==> config.mk <==
export PLATFORM = sky130hd
export DESIGN_NAME = fifo1
export DESIGN_NICKNAME = d
export VERILOG_FILES = /design/src/rtl/fifo1.sv
export SDC_FILE = /design/constraint.sdc
export NUM_CORES = 1
export LEC_CHECK = 0
export BUFFER_PORTS_ARGS = -buffer_cell sky130_fd_sc_hd__buf_4
export CAP_MARGIN = 15
export CORE_UTILIZATION = 56
export DETAILED_ROUTE_END_ITERATION = 12
export GPL_TIMING_DRIVEN = 0
export PLACE_DENSITY = 0.79
export SYNTH_ARGS = -nofsm -noshare
export SYNTH_HDL_FRONTEND = slang
export SYNTH_SLANG_ARGS = --single-unit
==> constraint.sdc <==
create_clock -name wclk -period 5.6 [get_ports wclk]
set_input_delay 0.56 -clock wclk [delete_from_list [all_inputs] [get_ports wclk]]
set_output_delay 0.56 -clock wclk [all_outputs]
set_load 0.02 [all_outputs]
==> src/rtl/fifo1.sv <==
// rtl/fifo1.sv - single-clock first-word-fall-through FIFO with extra-wrap-bit pointers
// Optional FIFO1_POWER_GATE_EN: power_en=0 freezes all reads and writes.
module fifo1 #(
  parameter int DSIZE = 8,
  parameter int ASIZE = 4
) (
  input  logic             wclk,
  input  logic             wrst_n,
  input  logic             power_en,
  input  logic             winc,
  input  logic [DSIZE-1:0] wdata,
  input  logic             rinc,
  output logic [DSIZE-1:0] rdata,
  output logic             wfull,
  output logic             rempty
);

  localparam int DEPTH = 1 << ASIZE;

  logic [DSIZE-1:0] mem [DEPTH];
  logic [ASIZE:0]   wptr;
  logic [ASIZE:0]   rptr;
  logic             gate_open;
  logic             wr_en;
  logic             rd_en;

`ifdef FIFO1_POWER_GATE_EN
  assign gate_open = power_en;
`else
  logic unused_power_en;
  assign unused_power_en = power_en;
  assign gate_open       = 1'b1;
`endif

  // Equal pointers mean empty; same slot one lap apart means full.
  assign rempty = (wptr == rptr);
  assign wfull  = (wptr[ASIZE] != rptr[ASIZE]) &&
                  (wptr[ASIZE-1:0] == rptr[ASIZE-1:0]);

  assign wr_en = winc && !wfull  && gate_open;
  assign rd_en = rinc && !rempty && gate_open;

  always_ff @(posedge wclk) begin
    if (!wrst_n) begin
      wptr <= '0;
      rptr <= '0;
    end else begin
      if (wr_en) wptr <= wptr + 1'b1;
      if (rd_en) rptr <= rptr + 1'b1;
    end
  end

  // Storage is never cleared; reset only makes old words unreachable.
  always_ff @(posedge wclk) begin
    if (wrst_n && wr_en) mem[wptr[ASIZE-1:0]] <= wdata;
  end

  assign rdata = rempty ? '0 : mem[rptr[ASIZE-1:0]];

endmodule

### Word-level counts from Yosys, hierarchy flattened

Memories as Yosys holds them, arrays and structs flattened. A register that Yosys moved wholly into a read port is not among the register bits.
Index checks and enable logic that the tools add are counted.
Widths: inputs -> output; s select.

| word-level totals | value |
|---|---|
| bits in registers | 10 |
| memory bits (writable) | 128 |
| output and inout bits | 10 |
| memories | 1 |

| cells by class | value |
|---|---|
| $add $sub $neg | 2 |
| equal/unequal tests | 3 |
| mux-type cells | 5 |
| reductions and logical operators | 6 |

Memory list:

| name | words | bits a word | rd ports | clocked after memory_dff | write ports | line | RTL |
|---|---|---|---|---|---|---|---|
| mem | 16 | 8 | 1 | 1 | 1 | 20 | `logic [DSIZE-1:0] mem [DEPTH];` |

Operator list:

| kind | count |
|---|---|
| $add 5x1->5 const B | 2 |
| $mux 4 | 2 |
| $mux 8 | 1 |
| $eq 5x5->1 | 1 |
| $eq 4x4->1 | 1 |
| $logic_and 1x1->1 | 4 |
| $logic_not 1->1 | 2 |
| $mux 1 | 2 |
| $ne 1x1->1 | 1 |

### Logic depth before layout (Yosys ltp)

| logic depth | value |
|---|---|
| depth in word-level cells | 7 |
| depth in mapped cells | 6 |
| gate-level depth less buffers | 4 |

### Worst setup path after synthesis

OpenSTA, ideal clock, no wires.

| path | value |
|---|---|
| path kind | input to register |
| start point | input wrst_n |
| end point | memory mem[7][0], enable pin |
| data arrival time | 2.225 ns |
| data required time | 5.202 ns |
| setup slack | 2.977 ns |
| stages | 4 |
| cells stage by stage | clkbuf_1 > clkbuf_1 > nand2_1 > nor4b_1 |

| between the ends | value |
|---|---|
| longest elaborated chain between the ends | 3 |

Ends and longest elaborated chain:

| what | line | RTL |
|---|---|---|
| start, declared | 8 | `input logic wrst_n,` |
| $logic_and 1x1->1 | 55 | `if (wrst_n && wr_en) mem[wptr[ASIZE-1:0]] <= wdata;` |
| $mux 1 | 55 |  |
| $mux 1 (implied by the code) | 55 |  |
| end, declared | 20 |  |

No other way between the ends.

==> qor_table.md <==
| Stage | Parameter | Value |
|---|---|---|
| final layout | Number of nets at the end of the flow | 405 |
| final layout | Most frequent standard cell in the layout excluding fill and tap cells | sky130_fd_sc_hd__edfxtp_1 |
| worst setup path | Arrival time of data at the critical path endpoint | 2440 ps |
| timing | RSZ-0062 raised after global routing | false |
| floorplanning | Top-Level Pins | 23 |
| final layout | Fill count | 700 |
| routing | 1st-pass router iterations | 5 |
| synthesis | Synth cell types | 37 |
| run status | Run status | finished, final reports clean |
| cts | Worst-skew pair later-pin latency | 520 ps |
| final layout | Layout cell share with drive strength beyond 1 | 31.50% |
| synthesis | Flip-flop and latch count after synthesis | 142 |
| worst setup path | Total number of cells along the worst setup path | 7 |
| power and ir drop | Internal power consumption | 1.907 mW |
| cts | CTS tree | yes |
| synthesis | Sequential fraction of the synthesis area | 69.95% |
| routing | Via count | 3258 |
| worst setup path | Critical path data required time | 5040 ps |
| timing | Slew Limit Headroom | 45.03% |
| power and ir drop | Power per Cell Area | 367.5 nW/um^2 |
| worst setup path | Kind of capture point of the worst setup path | primary output |
| floorplanning | Effective utilization at floorplan | 57.37% |
| worst setup path | Cells along the critical path | buf_4 > buf_4 > nor2_1 > a221oi_1 > o21ai_0 > a21oi_1 > buf_4 |
| hold path | Worst hold path stage count | 1 |
| worst setup path | Worst reg-to-reg path cell count | 5 |
| final layout | Most frequent cells in the layout | 128 x sky130_fd_sc_hd__edfxtp_1, 36 x sky130_fd_sc_hd__buf_4, 25 x sky130_fd_sc_hd__mux4_2, 25 x sky130_fd_sc_hd__nand2_1, 24 x sky130_fd_sc_hd__mux2i_1 |
| hold path | Launch point of the worst hold path | wdata[3] |
| cts | Quantity of hold-fixing buffers added after cts | 0 |
| synthesis | Dominant cells by area after synthesis | sky130_fd_sc_hd__edfxtp_1 65%, sky130_fd_sc_hd__mux4_2 9.6%, sky130_fd_sc_hd__dfxtp_1 4.8% |
| hold path | Worst-case hold path end point | mem[1][3] |
| floorplanning | Die Area | 10940 um^2 |
| final layout | Area used by multi-input combinational logic | 1672 um^2 |
| synthesis | Yosys Warn Count | 0 |
| global route | Number of antenna violations at the first check in global routing | 0 |
| worst setup path | Most prevalent standard cell on the critical path | sky130_fd_sc_hd__buf_4 |
| floorplanning | Die height | 104.6 um |
| routing | Via density per instance | 6.078 |
| routing | Iteration-0 DRC Markers | 288 |
| worst setup path | Kind of critical path | reg -> out |
| global route | Via count of the first global-routing pass | 3409 |
| timing | Count of endpoints failing hold in the final timing report | 0 |
| hold path | Worst hold path type | in -> reg |
| cts | Total number of clock tree sinks | 142 |
| synthesis | Top FF cell, synth | sky130_fd_sc_hd__edfxtp_1 |
| power and ir drop | Part of the total power dissipated in the clock network | 41.1% |
| worst setup path | Register-to-register setup slack | 3080 ps |
| cts | Number of clock buffers inserted by TritonCTS | 17 |
| worst setup path | Largest stage delay on the critical path | 390 ps |
| worst setup path | CP Buf/Inv Count | 3 |
| place | Total of buffers placed on input and output ports | 20 |
| synthesis | Top-area cell type share of the netlist area | 65.20% |
| final layout | Area added between synthesis and finish | 17.70% |
| synthesis | Post-synth design cell area | 5896 um^2 |
| floorplanning | Floorplan Core Area | 10280 um^2 |
| timing | Final setup skew | 10.83 ps |
| timing | Final-report setup violation count | 0 |
| worst setup path | Delay-heaviest family, CP | buffers and inverters |
| power and ir drop | Leakage power | 2.240 nW |
| timing | Part of the cycle the worst path needs | 53.58% |
| routing | Detailed-route DRC error count | 0 |
| power and ir drop | Fraction of power consumed by sequential logic | 46.2% |
| worst setup path | Crit Reg-Reg Endpoint | mem[12][1] |
| timing | Aggregate negative setup slack | 0 ps |
| synthesis | Area leader, netlist | sky130_fd_sc_hd__edfxtp_1 |
| place | Routability congestion estimate | 0.8144 |
| cts | Post-cts resize count | 0 |
| global route | First-pass GRT wire length | 18760 um |
| power and ir drop | Switching part of the total power | 25.21% |
| final layout | Number of diodes | 0 |
| timing | Period minus WS final | 3000 ps |
| timing | Slew at the pin closest to its max-slew limit | 818.3 ps |
| worst setup path | Critical path fanouts, max | 10 |
| cts | Setup fix buffers added after clock tree synthesis | 0 |
| global route | GRT Resource Usage Total | 23.73% |
| floorplanning | Die W | 104.6 um |
| synthesis | Number of enable-type register cells in the synthesized netlist | 128 |
| floorplanning | Row count | 37 |
| final layout | Sequential Area | 4124 um^2 |
| cts | Clock-pin transition on the worst setup and hold timing paths | 70 ps |
| power and ir drop | Power spent charging and discharging nets | 0.6430 mW |
| global route | Pin count of the biggest net entering global routing | 17 |
| worst setup path | RR Startpoint | rptr[4] |
| cts | Maximum root-to-sink buffer count | 2 |
| routing | Routed length per instance | 22.02 um |
| cts | Number of levels the H-tree was split into | 4 |
| timing | Final Max Slew Viols | 0 |
| synthesis | Count of mapped cells out of synthesis | 332 |
| cts | CTS root buffer | sky130_fd_sc_hd__clkbuf_8 |
| power and ir drop | Pwr Total | 2.550 mW |
| power and ir drop | Combinational share of power | 12.7% |
| routing | DRT Wirelength | 11800 um |
| routing | Count of antenna-violating nets left after detailed routing | 0 |
| worst setup path | Kind of start point of the critical path | flip-flop |
| synthesis | Net count after synthesis | 350 |
| power and ir drop | Peak VDD IR | 0.1734 mV |
| job | Max-Cap Viols | 0 |
| timing | Highest clock frequency the design can meet | 333.3 MHz |
| global route | Overall overflow remaining after global route | 0 |
| synthesis | Share of synthesized flip-flops with an asynchronous set or reset | 0% |
| synthesis | Post-Synthesis Mean Instance Area | 17.76 um^2 |
| place | HPWL reported at the end of detailed placement | 8033 um |
| worst setup path | Cell with the largest stage delay on the worst path | sky130_fd_sc_hd__dfxtp_1 |
-- per-layer routing --
| layer | global-route usage, % | vias up | part of all wire, % |
|---|---|---|---|
| li1 | - | 1452 | - |
| met1 | 29.46 | 1656 | 39 |
| met2 | 39.88 | 131 | 53 |
| met3 | 6.675 | 19 | 6.8 |
| met4 | 8.853 | 0 | 1.5 |
| met5 | 0 | - | 0 |
-- synth_stat cells, types with 6 or more instances --
library cell,n
sky130_fd_sc_hd__a221oi_1,7
sky130_fd_sc_hd__clkbuf_1,6
sky130_fd_sc_hd__a21oi_1,9
sky130_fd_sc_hd__mux2i_1,24
sky130_fd_sc_hd__mux2_2,7
sky130_fd_sc_hd__nor3_1,8
sky130_fd_sc_hd__dfxtp_1,14
sky130_fd_sc_hd__nand2_1,25
sky130_fd_sc_hd__inv_1,8
sky130_fd_sc_hd__mux4_2,25
sky130_fd_sc_hd__o21ai_0,8
sky130_fd_sc_hd__edfxtp_1,128
-- power by group through the flow --
stage               clock network (mW)  registers [mW]  logic [mW]
detailed placement                   0            1.20       0.323
floorplan                            0            1.20       0.212
global route                      1.11            1.18       0.348
global placement                     0            1.20       0.310
finish                            1.05            1.18       0.324
CTS                               1.06            1.18       0.326
-- cell families after synthesis --
family / synth area share [%]
DFF: 69.95
AOI/OAI and AO/OA: 5.009
buffers and inverters: 2.547
xor gates and xnor gates: 1.146
muxes: 14.96
and+or+nand+nor: 5.327
adders and majority gates: 1.061
-- worst reg2reg max path, delay by kind of cell, from the launching register on --
family / cells / cell delay (ps)
AOI/OAI and AO/OA: 1 / 230
DFF: 1 / 370
xor gates and xnor gates: 1 / 480
and+or+nand+nor: 1 / 680
buffers and inverters: 2 / 470
-- sequential cells by signal (all words and copies together) (netlist names), named ones only --
name  count
wptr      5
mem     128
rptr      5
-- cell type report --
| type | instances | area share (%) |
|---|---|---|
| Multi-Input combinational cell | 164 | 24.09 |
| Sequential cell | 142 | 59.43 |
| Clock inverter | 12 | 1.424 |
| Buffer | 18 | 1.731 |
| Inverter | 8 | 0.4327 |
| Tap cell | 136 | 2.452 |
| Clock buffer | 20 | 6.726 |
| Timing Repair Buffer | 36 | 3.714 |
-- worst max path at each step --
stage,slack [ps],endpoint,start
after floorplan,2980,mem[7][0],wrst_n
final,2600,rdata[3],flip-flop
after global routing,2380,rdata[3],flip-flop
after detailed placement,2720,mem[12][1],wrst_n
after global placement,2010,mem[7][6],wrst_n
after CTS,2540,rdata[3],flip-flop
-- metrics by stage --
step / setup slack [ps] / area [um^2] / cells / hold WS (ps) / util, %
after floorplan: 2977 / 5896 / 332 / 489.8 / -
after global placement: 2013 / 6216 / 488 / 514.5 / 60.48
after detailed placement: 2715 / 6374 / 504 / 534.4 / 62.02
after CTS: 2536 / 6939 / 536 / 332.1 / 67.52
after global routing: 2381 / 6939 / 536 / 351.3 / 67.52
final: 2600 / 6939 / 536 / 359.2 / 67.52
No activity file was read; power rests on OpenSTA's default activity.
